`config.mk`:
```
export PLATFORM = sky130hd
export DESIGN_NAME = jump_scroll_ctrl_flat
export DESIGN_NICKNAME = d
export VERILOG_FILES = /design/src/rtl/jump_scroll_ctrl_if.sv /design/src/rtl/jump_scroll_ctrl.sv /design/src/flat_wrapper.sv
export SDC_FILE = /design/constraint.sdc
export NUM_CORES = 1
export LEC_CHECK = 0
export BUFFER_PORTS_ARGS = -buffer_cell sky130_fd_sc_hd__buf_2
export CAP_MARGIN = 40
export CORE_UTILIZATION = 59
export DETAILED_ROUTE_END_ITERATION = 8
export PLACE_DENSITY = 0.79
export REMOVE_ABC_BUFFERS = 1
export SYNTH_ARGS = -nofsm -noshare
export SYNTH_HDL_FRONTEND = slang
export SYNTH_SLANG_ARGS = --single-unit
```
`constraint.sdc`:
```
create_clock -name clk -period 6.3 [get_ports clk]
set_input_delay 0.63 -clock clk [delete_from_list [all_inputs] [get_ports clk]]
set_output_delay 0.63 -clock clk [all_outputs]
set_load 0.01 [all_outputs]
```
`src/rtl/jump_scroll_ctrl_if.sv`:
```
// rtl/jump_scroll_ctrl_if.sv - game-side control inputs and physics/scroll outputs of jump_scroll_ctrl
interface jump_scroll_ctrl_if;
  logic [1:0]  state;
  logic        tick;
  logic        land;
  logic [8:0]  player_y;
  logic [3:0]  adv;
  logic [5:0]  vel;
  logic        falling;
  logic        dead;
  logic [15:0] score;

  modport master (
    output state, tick, land,
    input  player_y, adv, vel, falling, dead, score
  );

  modport slave (
    input  state, tick, land,
    output player_y, adv, vel, falling, dead, score
  );
endinterface

```
`src/rtl/jump_scroll_ctrl.sv`:
```
// rtl/jump_scroll_ctrl.sv - player vertical physics, scroll advance, score and death detection
module jump_scroll_ctrl #(
  parameter int START_Y     = 400,
  parameter int SCROLL_LINE = 200,
  parameter int JUMP_V      = 12,
  parameter int GRAVITY     = 1,
  parameter int MAX_FALL    = 8,
  parameter int BOTTOM      = 480
) (
  input logic              clk,
  input logic              rst,
  jump_scroll_ctrl_if.slave bus
);
  localparam logic [1:0] S_IDLE = 2'd0;
  localparam logic [1:0] S_PLAY = 2'd1;
  localparam logic [1:0] S_DEAD = 2'd2;

  localparam logic [1:0]         STATE_PLAYING = 2'd2;
  localparam logic [8:0]         START_Y_V     = 9'(START_Y);
  localparam logic [8:0]         FLOOR_Y       = 9'(BOTTOM - 1);
  localparam logic [8:0]         SCROLL_Y      = 9'(SCROLL_LINE);
  localparam logic signed [10:0] SCROLL_S      = 11'(SCROLL_LINE);
  localparam logic signed [10:0] BOTTOM_S      = 11'(BOTTOM);
  localparam logic signed [10:0] ADV_MAX_S     = 11'sd15;
  localparam logic signed [5:0]  LAUNCH_VEL    = 6'(-JUMP_V);
  localparam logic signed [6:0]  GRAVITY_S     = 7'(GRAVITY);
  localparam logic signed [6:0]  MAX_FALL_S    = 7'(MAX_FALL);
  localparam logic signed [5:0]  MAX_FALL_V    = 6'(MAX_FALL);

  logic [1:0]         fsm;
  logic [8:0]         y_q;
  logic signed [5:0]  vel_q;
  logic [3:0]         adv_q;
  logic [15:0]        score_q;

  logic signed [10:0] y_new;
  logic signed [10:0] ov;
  logic [3:0]         adv_step;
  logic [8:0]         y_scroll;
  logic signed [6:0]  vel_sum;
  logic signed [5:0]  vel_next;
  logic [16:0]        score_sum;
  logic [15:0]        score_next;
  logic               rising;
  logic               landing;
  logic               hit_top;
  logic               hit_bottom;

  // Position math is done in 11-bit signed so upward overshoot past y=0 cannot wrap.
  always_comb begin
    rising     = vel_q[5];
    landing    = bus.land && !rising;
    y_new      = $signed({2'b00, y_q}) + $signed({{5{vel_q[5]}}, vel_q});
    ov         = SCROLL_S - y_new;
    adv_step   = (ov > ADV_MAX_S) ? 4'd15 : ov[3:0];
    y_scroll   = SCROLL_Y + ov[8:0] - {5'b0, adv_step};
    hit_top    = rising && (y_new < SCROLL_S);
    hit_bottom = y_new >= BOTTOM_S;
    vel_sum    = $signed({vel_q[5], vel_q}) + GRAVITY_S;
    vel_next   = (vel_sum > MAX_FALL_S) ? MAX_FALL_V : vel_sum[5:0];
    score_sum  = {1'b0, score_q} + {13'b0, adv_q};
    score_next = score_sum[16] ? 16'hFFFF : score_sum[15:0];
  end

  always_ff @(posedge clk) begin
    if (rst || bus.state != STATE_PLAYING) begin
      fsm     <= S_IDLE;
      y_q     <= START_Y_V;
      vel_q   <= '0;
      adv_q   <= '0;
      score_q <= '0;
    end else begin
      case (fsm)
        S_IDLE: begin
          fsm   <= S_PLAY;
          y_q   <= START_Y_V;
          vel_q <= LAUNCH_VEL;
          adv_q <= '0;
        end
        S_PLAY: begin
          adv_q <= '0;
          if (adv_q != 4'd0)
            score_q <= score_next;
          if (bus.tick) begin
            if (landing) begin
              vel_q <= LAUNCH_VEL;
            end else begin
              // Position uses the pre-gravity velocity.
              vel_q <= vel_next;
              if (hit_top) begin
                adv_q <= adv_step;
                y_q   <= y_scroll;
              end else if (hit_bottom) begin
                fsm <= S_DEAD;
                y_q <= FLOOR_Y;
              end else begin
                y_q <= y_new[8:0];
              end
            end
          end
        end
        S_DEAD: begin
          adv_q <= '0;
          y_q   <= FLOOR_Y;
        end
        default: fsm <= S_IDLE;
      endcase
    end
  end

  assign bus.player_y = y_q;
  assign bus.vel      = vel_q;
  assign bus.adv      = adv_q;
  assign bus.score    = score_q;
  assign bus.dead     = (fsm == S_DEAD);
  assign bus.falling  = ~vel_q[5];
endmodule
```
`src/flat_wrapper.sv`:
```
// flat-port wrapper written by rule: the top's interface ports become plain ports
module jump_scroll_ctrl_flat 
#(
  parameter int START_Y     = 400,
  parameter int SCROLL_LINE = 200,
  parameter int JUMP_V      = 12,
  parameter int GRAVITY     = 1,
  parameter int MAX_FALL    = 8,
  parameter int BOTTOM      = 480
)
  (clk, rst, bus_state, bus_tick, bus_land, bus_player_y, bus_adv, bus_vel, bus_falling, bus_dead, bus_score);
  jump_scroll_ctrl_if bus_i ();
  input logic clk;
  input logic rst;
  input wire logic [$bits(bus_i.state)-1:0] bus_state;
  input wire logic [$bits(bus_i.tick)-1:0] bus_tick;
  input wire logic [$bits(bus_i.land)-1:0] bus_land;
  output wire logic [$bits(bus_i.player_y)-1:0] bus_player_y;
  output wire logic [$bits(bus_i.adv)-1:0] bus_adv;
  output wire logic [$bits(bus_i.vel)-1:0] bus_vel;
  output wire logic [$bits(bus_i.falling)-1:0] bus_falling;
  output wire logic [$bits(bus_i.dead)-1:0] bus_dead;
  output wire logic [$bits(bus_i.score)-1:0] bus_score;
  assign bus_i.state = bus_state;
  assign bus_i.tick = bus_tick;
  assign bus_i.land = bus_land;
  assign bus_player_y = bus_i.player_y;
  assign bus_adv = bus_i.adv;
  assign bus_vel = bus_i.vel;
  assign bus_falling = bus_i.falling;
  assign bus_dead = bus_i.dead;
  assign bus_score = bus_i.score;
  jump_scroll_ctrl #(.START_Y(START_Y), .SCROLL_LINE(SCROLL_LINE), .JUMP_V(JUMP_V), .GRAVITY(GRAVITY), .MAX_FALL(MAX_FALL), .BOTTOM(BOTTOM)) u_core (.clk(clk), .rst(rst), .bus(bus_i));
endmodule
```
==> results.rst, run 1 <==
.. list-table::
   :header-rows: 1

   * - Metric
     - Value
   * - Antenna violations before repair
     - 0
   * - Fraction of final layout cells sized beyond drive strength 1
     - 0.167
   * - Setup clock skew after layout
     - 0.00956 ns
   * - Number of sinks driven by the clock tree
     - 37
   * - Share of the synthesized area in the top cell type
     - 0.220
   * - Yosys Warn Count
     - 0
   * - Pin count of the biggest net entering global routing
     - 25
   * - Hold/Removal Path Class
     - register to register
   * - Clock root buffer
     - sky130_fd_sc_hd__clkbuf_8
   * - Worst-Skew Late Latency
     - 0.29 ns
   * - TritonCTS buffer count
     - 5
   * - Clock transition at the registers of the reported paths
     - 0.08 ns
   * - Count of unresolved DRC violations after routing
     - 0
   * - Unrepaired setup endpoints after global routing
     - no
   * - Final Setup Violations
     - 0
   * - Dominant cells by area after synthesis
     - sky130_fd_sc_hd__dfxtp_1, sky130_fd_sc_hd__ha_1, sky130_fd_sc_hd__a21oi_1
   * - Post-CTS setup-driven buffer insertion count
     - 0
   * - Critical path arrival
     - ~5.7 ns
   * - Post-synthesis cell type count
     - 72
   * - Number of placed I/O pins
     - 43
   * - Final period utilization
     - 0.874
   * - Power per cell area
     - 149 mW/mm2
   * - Pleak
     - 1.59 nW
   * - Area fraction in and, or, nand and nor cells after synthesis
     - 0.215
   * - Adder-Cell Fraction of Synth Area
     - 0.136
   * - DP Wirelength
     - 6740 um
   * - Number of synthesized register bits
     - 37
   * - Worst slew margin relative to its limit
     - 0.584
   * - Number of enable-type register cells in the synthesized netlist
     - 0
   * - CP Launch Type
     - register
   * - Sw power
     - 0.176 mW
   * - Synth Cell Area
     - 0.00337 mm2
   * - Worst IR drop on VDD
     - 0.000101 V
   * - Final hold violations
     - 0
   * - Number of cell rows
     - 27
   * - Routed wire length
     - approximately 8700 um
   * - Avg Vias per Cell
     - just over 6
   * - Initial Util
     - 0.612
   * - Setup_tns
     - 0 ns
   * - CP max FO
     - 5
   * - Logic gate share of total power
     - 0.247
   * - Internal Power
     - 0.377 mW
   * - Shortest clock period the worst path allows after layout
     - around 5.5 ns
   * - Commonest register cell after synthesis
     - sky130_fd_sc_hd__dfxtp_1
   * - Final antenna diode count
     - 0
   * - Final core utilization
     - 0.676
   * - Die Span X
     - between 70 and 80 um
   * - Routed vias
     - 3346
   * - Slew Viols, Final
     - 0
   * - Routability-driven placement congestion ratio
     - 0.965
   * - Sequential fraction of the synthesis area
     - 0.220
   * - Mux cell area share after synthesis
     - 0.0152
   * - 1st-iter DRT viols
     - 283
   * - Detailed-router iteration count before antenna repair
     - 5
   * - Fill cells
     - around 480
   * - Average cell area after synthesis
     - a little under 8 um2
   * - Minimum setup slack after placement
     - 0.845 ns
   * - Largest family of logic cells by synthesized area
     - compound AO/OA/AOI/OAI gates
   * - Max-cap check violation count
     - 0
   * - Cell accounting for the most synthesized area
     - sky130_fd_sc_hd__dfxtp_1
   * - Synth top cells by count
     - sky130_fd_sc_hd__a21oi_1, sky130_fd_sc_hd__dfxtp_1, sky130_fd_sc_hd__ha_1, sky130_fd_sc_hd__nor2_1, sky130_fd_sc_hd__nand2_1
   * - Critical Setup Path Class
     - register to register
   * - Net count of the finished layout
     - slightly above 500
   * - Clock buffer depth
     - 2
   * - Post-Syn Instances
     - 429
   * - Drt wl/cell
     - 16.1 um
   * - Relative contribution of sequential cells to total power
     - 0.432
   * - Peak Freq
     - 182 MHz
   * - Pin slew with the least headroom to its limit
     - 0.607 ns
   * - Worst Path Required
     - 6.48 ns
   * - Category of the worst setup path capture point
     - register
   * - Vias in the first global route
     - roughly 3000
   * - Count of antenna-violating nets left after detailed routing
     - 0
   * - I/O Buffers
     - 42
   * - Worst-case setup margin in the final layout
     - 0.793 ns
   * - Global-route wire length before repair
     - 14100 um
   * - Count leader, synth
     - sky130_fd_sc_hd__a21oi_1
   * - Die area
     - 0.00602 mm2
   * - Complex-gate fraction of the synthesized area
     - 0.286
   * - Switching power as a share of total power
     - 0.318
   * - Total number of H-tree levels
     - 2
   * - Proportion of synthesized flip-flops having asynchronous set or reset
     - 0
   * - Total grt overflow
     - 0
   * - Status
     - finished, final reports clean
   * - CORE AREA
     - 0.00551 mm2
   * - # hold bufs at CTS
     - 0
   * - Total power
     - 0.553 mW
   * - Xor/xnor cell area share of the yosys netlist
     - 0.0798
   * - All-Layer GR Usage
     - 0.294
   * - Clk network pwr share
     - 0.321
   * - Syn-to-layout area delta
     - 10.5%
   * - CTS tree
     - built
   * - Number of instances resized during post-cts repair
     - 0
   * - Vertical extent of the die
     - 77.6 um
critical path, stage by stage (launching register included):
cell and delay, ns:
sky130_fd_sc_hd__dfxtp_1 0.42, sky130_fd_sc_hd__ha_1 0.25, sky130_fd_sc_hd__inv_1 0.07, sky130_fd_sc_hd__fa_1 0.42, sky130_fd_sc_hd__nand2b_1 0.21, sky130_fd_sc_hd__a21oi_1 0.28
sky130_fd_sc_hd__xnor2_1 0.26, sky130_fd_sc_hd__nand3_1 0.21, sky130_fd_sc_hd__xnor2_1 0.33, sky130_fd_sc_hd__inv_1 0.11, sky130_fd_sc_hd__ha_1 0.20, sky130_fd_sc_hd__a21boi_0 0.13
sky130_fd_sc_hd__o221ai_2 0.25, sky130_fd_sc_hd__nand2_1 0.18, sky130_fd_sc_hd__or2_2 0.32, sky130_fd_sc_hd__ha_1 0.28, sky130_fd_sc_hd__a21oi_1 0.18, sky130_fd_sc_hd__o211ai_1 0.14
sky130_fd_sc_hd__a21oi_1 0.25, sky130_fd_sc_hd__o21ba_2 0.17, sky130_fd_sc_hd__and3_1 0.15, sky130_fd_sc_hd__nor3_1 0.05, sky130_fd_sc_hd__or3_1 0.32, sky130_fd_sc_hd__a31o_1 0.20
path summary, 6_finish.rpt:
kind / startpoint / end / slack, ns / cells after the start
hold / removal: u_core.bus.player_y[5] / u_core.bus.player_y[5] / 0.50 / 2
setup reg to reg: u_core.bus.vel[0] / u_core.bus.player_y[8] / 0.79 / 23
hold reg to reg: u_core.bus.player_y[5] / u_core.bus.player_y[5] / 0.50 / 2
setup / recovery: u_core.bus.vel[0] / u_core.bus.player_y[8] / 0.79 / 23
flip-flops by register name, summed over array words and instances, names as in the netlist:
| signal | flops |
|---|---|
| u_core.bus.adv | 4 |
| u_core.bus.vel | 6 |
| u_core.bus.score | 16 |
| u_core.fsm | 2 |
| u_core.bus.player_y | 9 |
power by group through the flow:
stage	combinational, mW	sequential, mW	clock, mW
after floorplan	0.101	0.244	0
after global placement	0.131	0.244	0
after detailed placement	0.133	0.244	0
after CTS	0.134	0.239	0.179
after global routing	0.152	0.239	0.188
final	0.137	0.239	0.178
final cells by class:
type                            instances  area (um2)  area share
Multi-Input combinational cell        352        2480       0.666
Clock buffer                            6        82.6      0.0222
Inverter                               26        97.6      0.0262
Tap cell                               72        90.1      0.0242
Clock inverter                          2        13.8     0.00370
Timing Repair Buffer                   43         218      0.0585
Sequential cell                        37         741       0.199
cells by family after synthesis:
logic type,Yosys count
and+or+nand+nor,142
AOI/OAI and AO/OA,138
buffers and inverters,41
DFF,37
adders and majority gates,35
xor gates and xnor gates,29
muxes,5
other,2
per-stage QoR:
step	hold WS (ns)	instance area, um2	std cells
after floorplan	0.496	3310	415
after global placement	0.485	3630	530
after detailed placement	0.491	3630	530
after CTS	0.503	3720	538
after global routing	0.548	3720	538
final	0.499	3720	538
layer usage:
metal	vias to the layer above	GRT usage	part of all wire
met5	-	0	0
met4	0	0.0830	0.015
met3	13	0.0506	0.057
met2	123	0.485	0.46
met1	1572	0.390	0.47
li1	1638	-	-
placed cells by master (no fill, tap or decap), drive strengths merged, types with 7 or more instances in the layout:
master,n
inv,26
dfxtp,37
nor2b,7
nand3,23
xor2,15
buf,43
xnor2,14
a31oi,9
nor2,31
nor3,9
nand2,32
o21ai,24
and3,8
ha,31
a21oi,42
No activity file was read; power rests on OpenSTA's default activity.
==> run 2: changes to the inputs <==
--- a/config.mk
+++ b/config.mk
@@ -7,9 +7,9 @@
 export LEC_CHECK = 0
 export BUFFER_PORTS_ARGS = -buffer_cell sky130_fd_sc_hd__buf_2
 export CAP_MARGIN = 40
-export CORE_UTILIZATION = 59
+export CORE_UTILIZATION = 64
 export DETAILED_ROUTE_END_ITERATION = 8
-export PLACE_DENSITY = 0.79
+export PLACE_DENSITY = 0.85
 export REMOVE_ABC_BUFFERS = 1
 export SYNTH_ARGS = -nofsm -noshare
 export SYNTH_HDL_FRONTEND = slang
==> constraint.sdc (replaced) <==
create_clock -name clk -period 6.9 [get_ports clk]
set_input_delay 0.69 -clock clk [delete_from_list [all_inputs] [get_ports clk]]
set_output_delay 0.69 -clock clk [all_outputs]
set_load 0.01 [all_outputs]
==> run 2 against run 1 <==
Clock-buffer cell count stayed put. Sequential share of layout area hardly changed. Final cell count down 0.37%. First-iteration DRC count fell by 2.1%. Clock power shrank 8%. Highest routed layer unchanged.
==> results.rst, run 2 (synthesis gave the netlist of run 1 again) <==
.. list-table::
   :header-rows: 1

   * - Metric
     - Value
   * - CP Launch Type
     - register
   * - Worst slew margin relative to its limit
     - 0.585
   * - Pin count of the biggest net entering global routing
     - 25
   * - Routed wire length
     - approximately 8600 um
   * - Avg Vias per Cell
     - 6.36
   * - Number of buffer and inverter stages on the critical path
     - 1
   * - Global routing usage on met1
     - 0.441
   * - Shortest clock period the worst path allows after layout
     - 5.48 ns
   * - Pleak
     - 1.59 nW
   * - Max-cap check violation count
     - 0
   * - Leading cell types in the layout, fill and taps excluded
     - sky130_fd_sc_hd__buf_2, sky130_fd_sc_hd__a21oi_1, sky130_fd_sc_hd__dfxtp_1
   * - All-Layer GR Usage
     - 0.321
   * - Die area
     - 0.00556 mm2
   * - Most frequent standard cell in the layout excluding fill and tap cells
     - sky130_fd_sc_hd__buf_2
   * - Worst IR drop on VDD
     - 0.0000744 V
   * - Worst-Skew Late Latency
     - 0.29 ns
   * - Status
     - finished, final reports clean
   * - Cell class contributing the biggest share of worst-path delay
     - compound AO/OA/AOI/OAI gates
   * - Die Span X
     - ~75 um
   * - Post-CTS setup-driven buffer insertion count
     - 0
   * - Peak Freq
     - roughly 180 MHz
   * - Layout Cell Area excl Fill
     - around 0.0037 mm2
   * - Syn-to-layout area delta
     - 10.4%
   * - Category of the worst setup path capture point
     - register
   * - Setup clock skew after layout
     - 0.00678 ns
   * - Total grt overflow
     - 0
   * - Slew Viols, Final
     - 0
   * - Unrepaired setup endpoints after global routing
     - no
   * - Series of cell instances along the critical path
     - ha_1, inv_1, fa_1, nand2b_1, a21oi_1, xor2_1, nor2_1, xnor2_1, ha_1, a21boi_0, o221ai_2, nand2_1, or2_2, ha_1, a21oi_1, o211ai_1, a21oi_1, o21ba_2, and3_1, nor3_1, or3_1, a31o_1
   * - Clock buffer depth
     - 2
   * - Vertical extent of the die
     - roughly 75 um
   * - Number of instances resized during post-cts repair
     - 0
   * - Global-route wire length before repair
     - 13500 um
   * - Fill cells
     - 406
   * - Flip-flop count of the largest register, all copies and words added
     - 16
   * - Count of antenna-violating nets left after detailed routing
     - 0
   * - Final period utilization
     - 0.795
   * - Setup_tns
     - 0 ns
   * - Multi-input combinational cell area
     - 0.00248 mm2
   * - Busiest layer in global routing
     - met2
   * - Worst path slowest cell
     - sky130_fd_sc_hd__dfxtp_1
   * - Fraction of final layout cells sized beyond drive strength 1
     - 0.167
   * - Total power
     - 0.503 mW
   * - Final Setup Violations
     - 0
   * - Power per cell area
     - 135 mW/mm2
   * - I/O Buffers
     - 42
   * - Net count of the finished layout
     - 505
   * - Routability-driven placement congestion ratio
     - a little under 1
   * - Final antenna diode count
     - 0
   * - Met2 GRT Util
     - 0.504
   * - CP max FO
     - 5
   * - Number of sinks driven by the clock tree
     - 37
   * - # hold bufs at CTS
     - 0
   * - Critical Setup Path Class
     - register to register
   * - Number of placed I/O pins
     - 43
   * - TritonCTS buffer count
     - 5
   * - Clock root buffer
     - sky130_fd_sc_hd__clkbuf_8
   * - Clock transition at the registers of the reported paths
     - 0.08 ns
   * - Final hold violations
     - 0
   * - Met3 track utilization from global routing
     - 0.0664
   * - Sequential standard cell area
     - 741 um2
   * - 1st-iter DRT viols
     - 277
   * - Routed vias
     - 3408
   * - CTS tree
     - built
   * - Number of cell rows
     - 26
   * - Antenna violations before repair
     - 0
   * - Critical path arrival
     - 5.67 ns
   * - Total number of H-tree levels
     - 2
   * - Worst Path Required
     - approximately 7 ns
   * - Detailed-router iteration count before antenna repair
     - 5
   * - Initial Util
     - 0.664
   * - Hold/Removal Path Class
     - register to register
   * - Vias in the first global route
     - 2856
   * - DP Wirelength
     - roughly 6700 um
   * - Delay contributed by the slowest stage of the critical path
     - between 0.4 and 0.5 ns
   * - Pin slew with the least headroom to its limit
     - about 0.62 ns
   * - Final hold slack
     - 0.526 ns
   * - Count of unresolved DRC violations after routing
     - 0
   * - CORE AREA
     - 0.00507 mm2
   * - Post-Place Cell Area
     - 0.00362 mm2
   * - Drt wl/cell
     - 16.1 um
==> run 2: cell counts in the layout (fill, tap and decap cells not counted) <==
Identical to the previous run, type by type.
==> run 2: routing by layer <==
metal	vias to the layer above	routed length, um
met2	142	3920
met4	0	195
met3	19	668
met1	1608	3850
met5	-	0
li1	1639	-
==> run 2: final cells by class <==
| cell class | count | area share |
|---|---|---|
| clock inverters | 2 | 0.00370 |
| clock buffers | 6 | 0.0222 |
| flip-flops and latches | 37 | 0.199 |
| inverters | 26 | 0.0262 |
| multi-input cells | 352 | 0.667 |
| repair buffers | 43 | 0.0585 |
| well taps | 70 | 0.0235 |
==> run 2: tightest hold or removal path, cell delays in order, from the launching register on <==
cell,delay (ns)
sky130_fd_sc_hd__dfxtp_1,0.35
sky130_fd_sc_hd__nand2_1,0.07
sky130_fd_sc_hd__a21oi_1,0.06
==> run 2: report_power, final <==
group          leakage (nW)  switching [mW]  internal, mW
clock network        0.0512          0.0817        0.0810
logic                  1.24          0.0740        0.0485
registers             0.299         0.00334         0.215
total                  1.59           0.159         0.344
==> run 2: path summary, 6_finish.rpt <==
check	start	end	slack (ns)	cells past startpoint
worst max-delay path	u_core.bus.vel[0]	u_core.bus.player_y[8]	1.42	22
worst min-delay path	u_core.bus.player_y[5]	u_core.bus.player_y[5]	0.53	2
worst max register to register	u_core.bus.vel[0]	u_core.bus.player_y[8]	1.42	22
worst min register to register	u_core.bus.player_y[5]	u_core.bus.player_y[5]	0.53	2
==> run 2: per-stage QoR <==
step | cells | setup WS, ns | utilization
after floorplan | 415 | 1.93 | -
after global placement | 528 | 1.69 | 0.714
after detailed placement | 528 | 1.49 | 0.714
after CTS | 536 | 1.45 | 0.733
after global routing | 536 | 0.946 | 0.733
final | 536 | 1.42 | 0.733
==> run 3: changes to the inputs <==
--- a/config.mk
+++ b/config.mk
@@ -7,9 +7,9 @@
 export LEC_CHECK = 0
 export BUFFER_PORTS_ARGS = -buffer_cell sky130_fd_sc_hd__buf_2
 export CAP_MARGIN = 40
-export CORE_UTILIZATION = 64
+export CORE_UTILIZATION = 53
 export DETAILED_ROUTE_END_ITERATION = 8
-export PLACE_DENSITY = 0.85
+export PLACE_DENSITY = 0.75
 export REMOVE_ABC_BUFFERS = 1
 export SYNTH_ARGS = -nofsm -noshare
 export SYNTH_HDL_FRONTEND = slang
==> constraint.sdc (replaced) <==
create_clock -name clk -period 4.6 [get_ports clk]
set_input_delay 0.46 -clock clk [delete_from_list [all_inputs] [get_ports clk]]
set_output_delay 0.46 -clock clk [all_outputs]
set_load 0.01 [all_outputs]
==> run 3 against run 2 <==
Non-clock buffer count is 81 higher. Clock power increased by 120%. Final cell count up 16%. Fmax up 20%. Global-route usage down 1.4 points. First-iteration DRC count increased by 59%. Via count increased by 14%. Largest cell class unchanged.
==> results.rst, run 3 (synthesis gave the netlist of run 1 again) <==
.. list-table::
   :header-rows: 1

   * - Metric
     - Value
   * - Global-route wire length before repair
     - between 15000 and 20000 um
   * - Antenna violations before repair
     - 0
   * - Flip-flop count of the largest register, all copies and words added
     - 16
   * - Vias in the first global route
     - 3290
   * - Unrepaired setup endpoints after global routing
     - yes
   * - Die Span X
     - about 82 um
   * - Worst IR drop on VDD
     - 0.000236 V
   * - Critical Setup Path Class
     - register to register
   * - Routability-driven placement congestion ratio
     - 0.894
   * - Slew Viols, Final
     - 0
   * - Number of sinks driven by the clock tree
     - 37
   * - Clock transition at the registers of the reported paths
     - roughly 0.090 ns
   * - R2R Path End
     - u_core.bus.player_y[7]
   * - Power per cell area
     - approximately 210 mW/mm2
   * - Initial Util
     - 0.559
   * - Total power
     - around 0.99 mW
   * - HP Start
     - rst
   * - 1st-iter DRT viols
     - 440
   * - Shortest clock period the worst path allows after layout
     - 4.58 ns
   * - Max-cap check violation count
     - 0
   * - Net count of the finished layout
     - 586
   * - Detailed-router iteration count before antenna repair
     - 5
   * - Final hold violations
     - 0
   * - Final Setup Violations
     - 0
   * - Status
     - finished, final reports clean
   * - Setup clock skew after layout
     - 0.00787 ns
   * - Clock buffer depth
     - 2
   * - Register-to-Register Setup Slack
     - roughly 0.016 ns
   * - Delay contributed by the slowest stage of the critical path
     - between 0.3 and 0.4 ns
   * - Number of placed I/O pins
     - 43
   * - Most frequent standard cell in the layout excluding fill and tap cells
     - sky130_fd_sc_hd__buf_4
   * - CP Launch Type
     - register
   * - Syn-to-layout area delta
     - 40.8%
   * - Number of buffer and inverter stages on the critical path
     - 4
   * - Number of cell rows
     - 28
   * - Pleak
     - 2.09 nW
   * - Die area
     - 0.00668 mm2
   * - Hold/Removal Path Class
     - input pin to register
   * - Fraction of final layout cells sized beyond drive strength 1
     - 0.388
   * - Launching point of the worst reg2reg path
     - u_core.bus.vel[0]
   * - Worst slew margin relative to its limit
     - 0.568
   * - Worst reg-to-reg path cell count
     - 26
   * - Worst path slowest cell
     - sky130_fd_sc_hd__fa_2
   * - Routed vias
     - 3871
   * - Clock root buffer
     - sky130_fd_sc_hd__clkbuf_8
   * - Peak Freq
     - ~220 MHz
   * - Vertical extent of the die
     - 81.7 um
   * - Count of unresolved DRC violations after routing
     - 0
   * - Final period utilization
     - 0.997
   * - Min-Delay Path Depth
     - 3
   * - Cell class contributing the biggest share of worst-path delay
     - adder cells
   * - Critical path arrival
     - 4.76 ns
   * - DP Wirelength
     - 7450 um
   * - Pin count of the biggest net entering global routing
     - 25
   * - Total number of H-tree levels
     - 2
   * - Avg Vias per Cell
     - 6.22
   * - Leading cell types in the layout, fill and taps excluded
     - sky130_fd_sc_hd__buf_4, sky130_fd_sc_hd__buf_2, sky130_fd_sc_hd__a21oi_1, sky130_fd_sc_hd__dfxtp_1, sky130_fd_sc_hd__nor2_1
   * - Post-Place Cell Area
     - 0.00407 mm2
   * - TritonCTS buffer count
     - 5
   * - Capture endpoint of the worst hold path
     - u_core.bus.score[12]
   * - Final antenna diode count
     - 0
   * - Count of antenna-violating nets left after detailed routing
     - 0
   * - Category of the worst setup path capture point
     - register
   * - CP max FO
     - 3
   * - Worst-Skew Late Latency
     - 0.30 ns
   * - Routed wire length
     - 10700 um
   * - I/O Buffers
     - 42
   * - CTS tree
     - built
   * - Layout Cell Area excl Fill
     - 0.00475 mm2
   * - CORE AREA
     - 0.00603 mm2
   * - Pin slew with the least headroom to its limit
     - 0.646 ns
   * - Drt wl/cell
     - 17.2 um
   * - Worst Path Required
     - 4.78 ns
   * - Total grt overflow
     - 0
   * - All-Layer GR Usage
     - 0.307
-- run 3: worst max path at each step --
| stage | to | start | slack (ns) | cells past startpoint |
|---|---|---|---|---|
| finish | u_core.bus.player_y[7] | u_core.bus.vel[0] | 0.02 | 26 |
| global route | u_core.bus.player_y[7] | u_core.bus.vel[0] | -0.17 | 26 |
| CTS | u_core.bus.player_y[8] | u_core.bus.vel[1] | -0.04 | 25 |
| detailed placement | u_core.bus.player_y[8] | u_core.bus.vel[0] | -0.32 | 23 |
| global placement | u_core.bus.player_y[8] | u_core.bus.vel[0] | -0.12 | 23 |
| floorplan | u_core.bus.player_y[8] | u_core.bus.vel[0] | -0.37 | 23 |
-- run 3: repair_timing --
action / 4_1_cts / 5_1_grt
pin swaps: 20 / 45
setup endpoints to repair: 4 / 4
gates resized for setup: 29 / 50
buffers inserted: 10 / 13
hold buffers: 0 / 0
-- run 3: metrics by stage --
| stage | setup slack [ns] | std cells | util | setup TNS, ns | hold WS [ns] |
|---|---|---|---|---|---|
| after CTS | -0.0368 | 609 | 0.733 | -0.0368 | 0.458 |
| after floorplan | -0.368 | 415 | - | -0.589 | 0.496 |
| final | 0.0156 | 622 | 0.788 | 0 | 0.453 |
| after detailed placement | -0.317 | 591 | 0.675 | -0.678 | 0.525 |
| after global placement | -0.116 | 590 | 0.674 | -0.196 | 0.509 |
| after global routing | -0.167 | 622 | 0.788 | -0.533 | 0.465 |
-- run 3: final cells by class --
type,count,area [um2]
Multi-Input combinational cell,352,2820
Fill cell,409,1280
Timing Repair Buffer,124,848
Sequential cell,37,746
Inverter,26,97.6
Tap cell,75,93.8
Clock buffer,5,68.8
Clock inverter,3,68.8
-- run 3: power breakdown --
part | switching (mW) | internal, mW | total (mW) | leakage [nW]
clock | 0.134 | 0.218 | 0.353 | 0.0687
combinational | 0.162 | 0.153 | 0.315 | 1.72
sequential | 0.00197 | 0.322 | 0.324 | 0.301
-- run 3: tightest hold or removal path, stage by stage --
cell,delay (ns)
sky130_fd_sc_hd__buf_2,0.09
sky130_fd_sc_hd__nor3b_2,0.06
sky130_fd_sc_hd__o211a_1,0.10
-- run 3: routing by layer --
metal	GRT usage	wire (um)	up-vias
met5	0	0	-
met4	0.121	312	0
met3	0.0567	829	32
met2	0.497	5050	189
met1	0.401	4510	1850
li1	-	-	1800
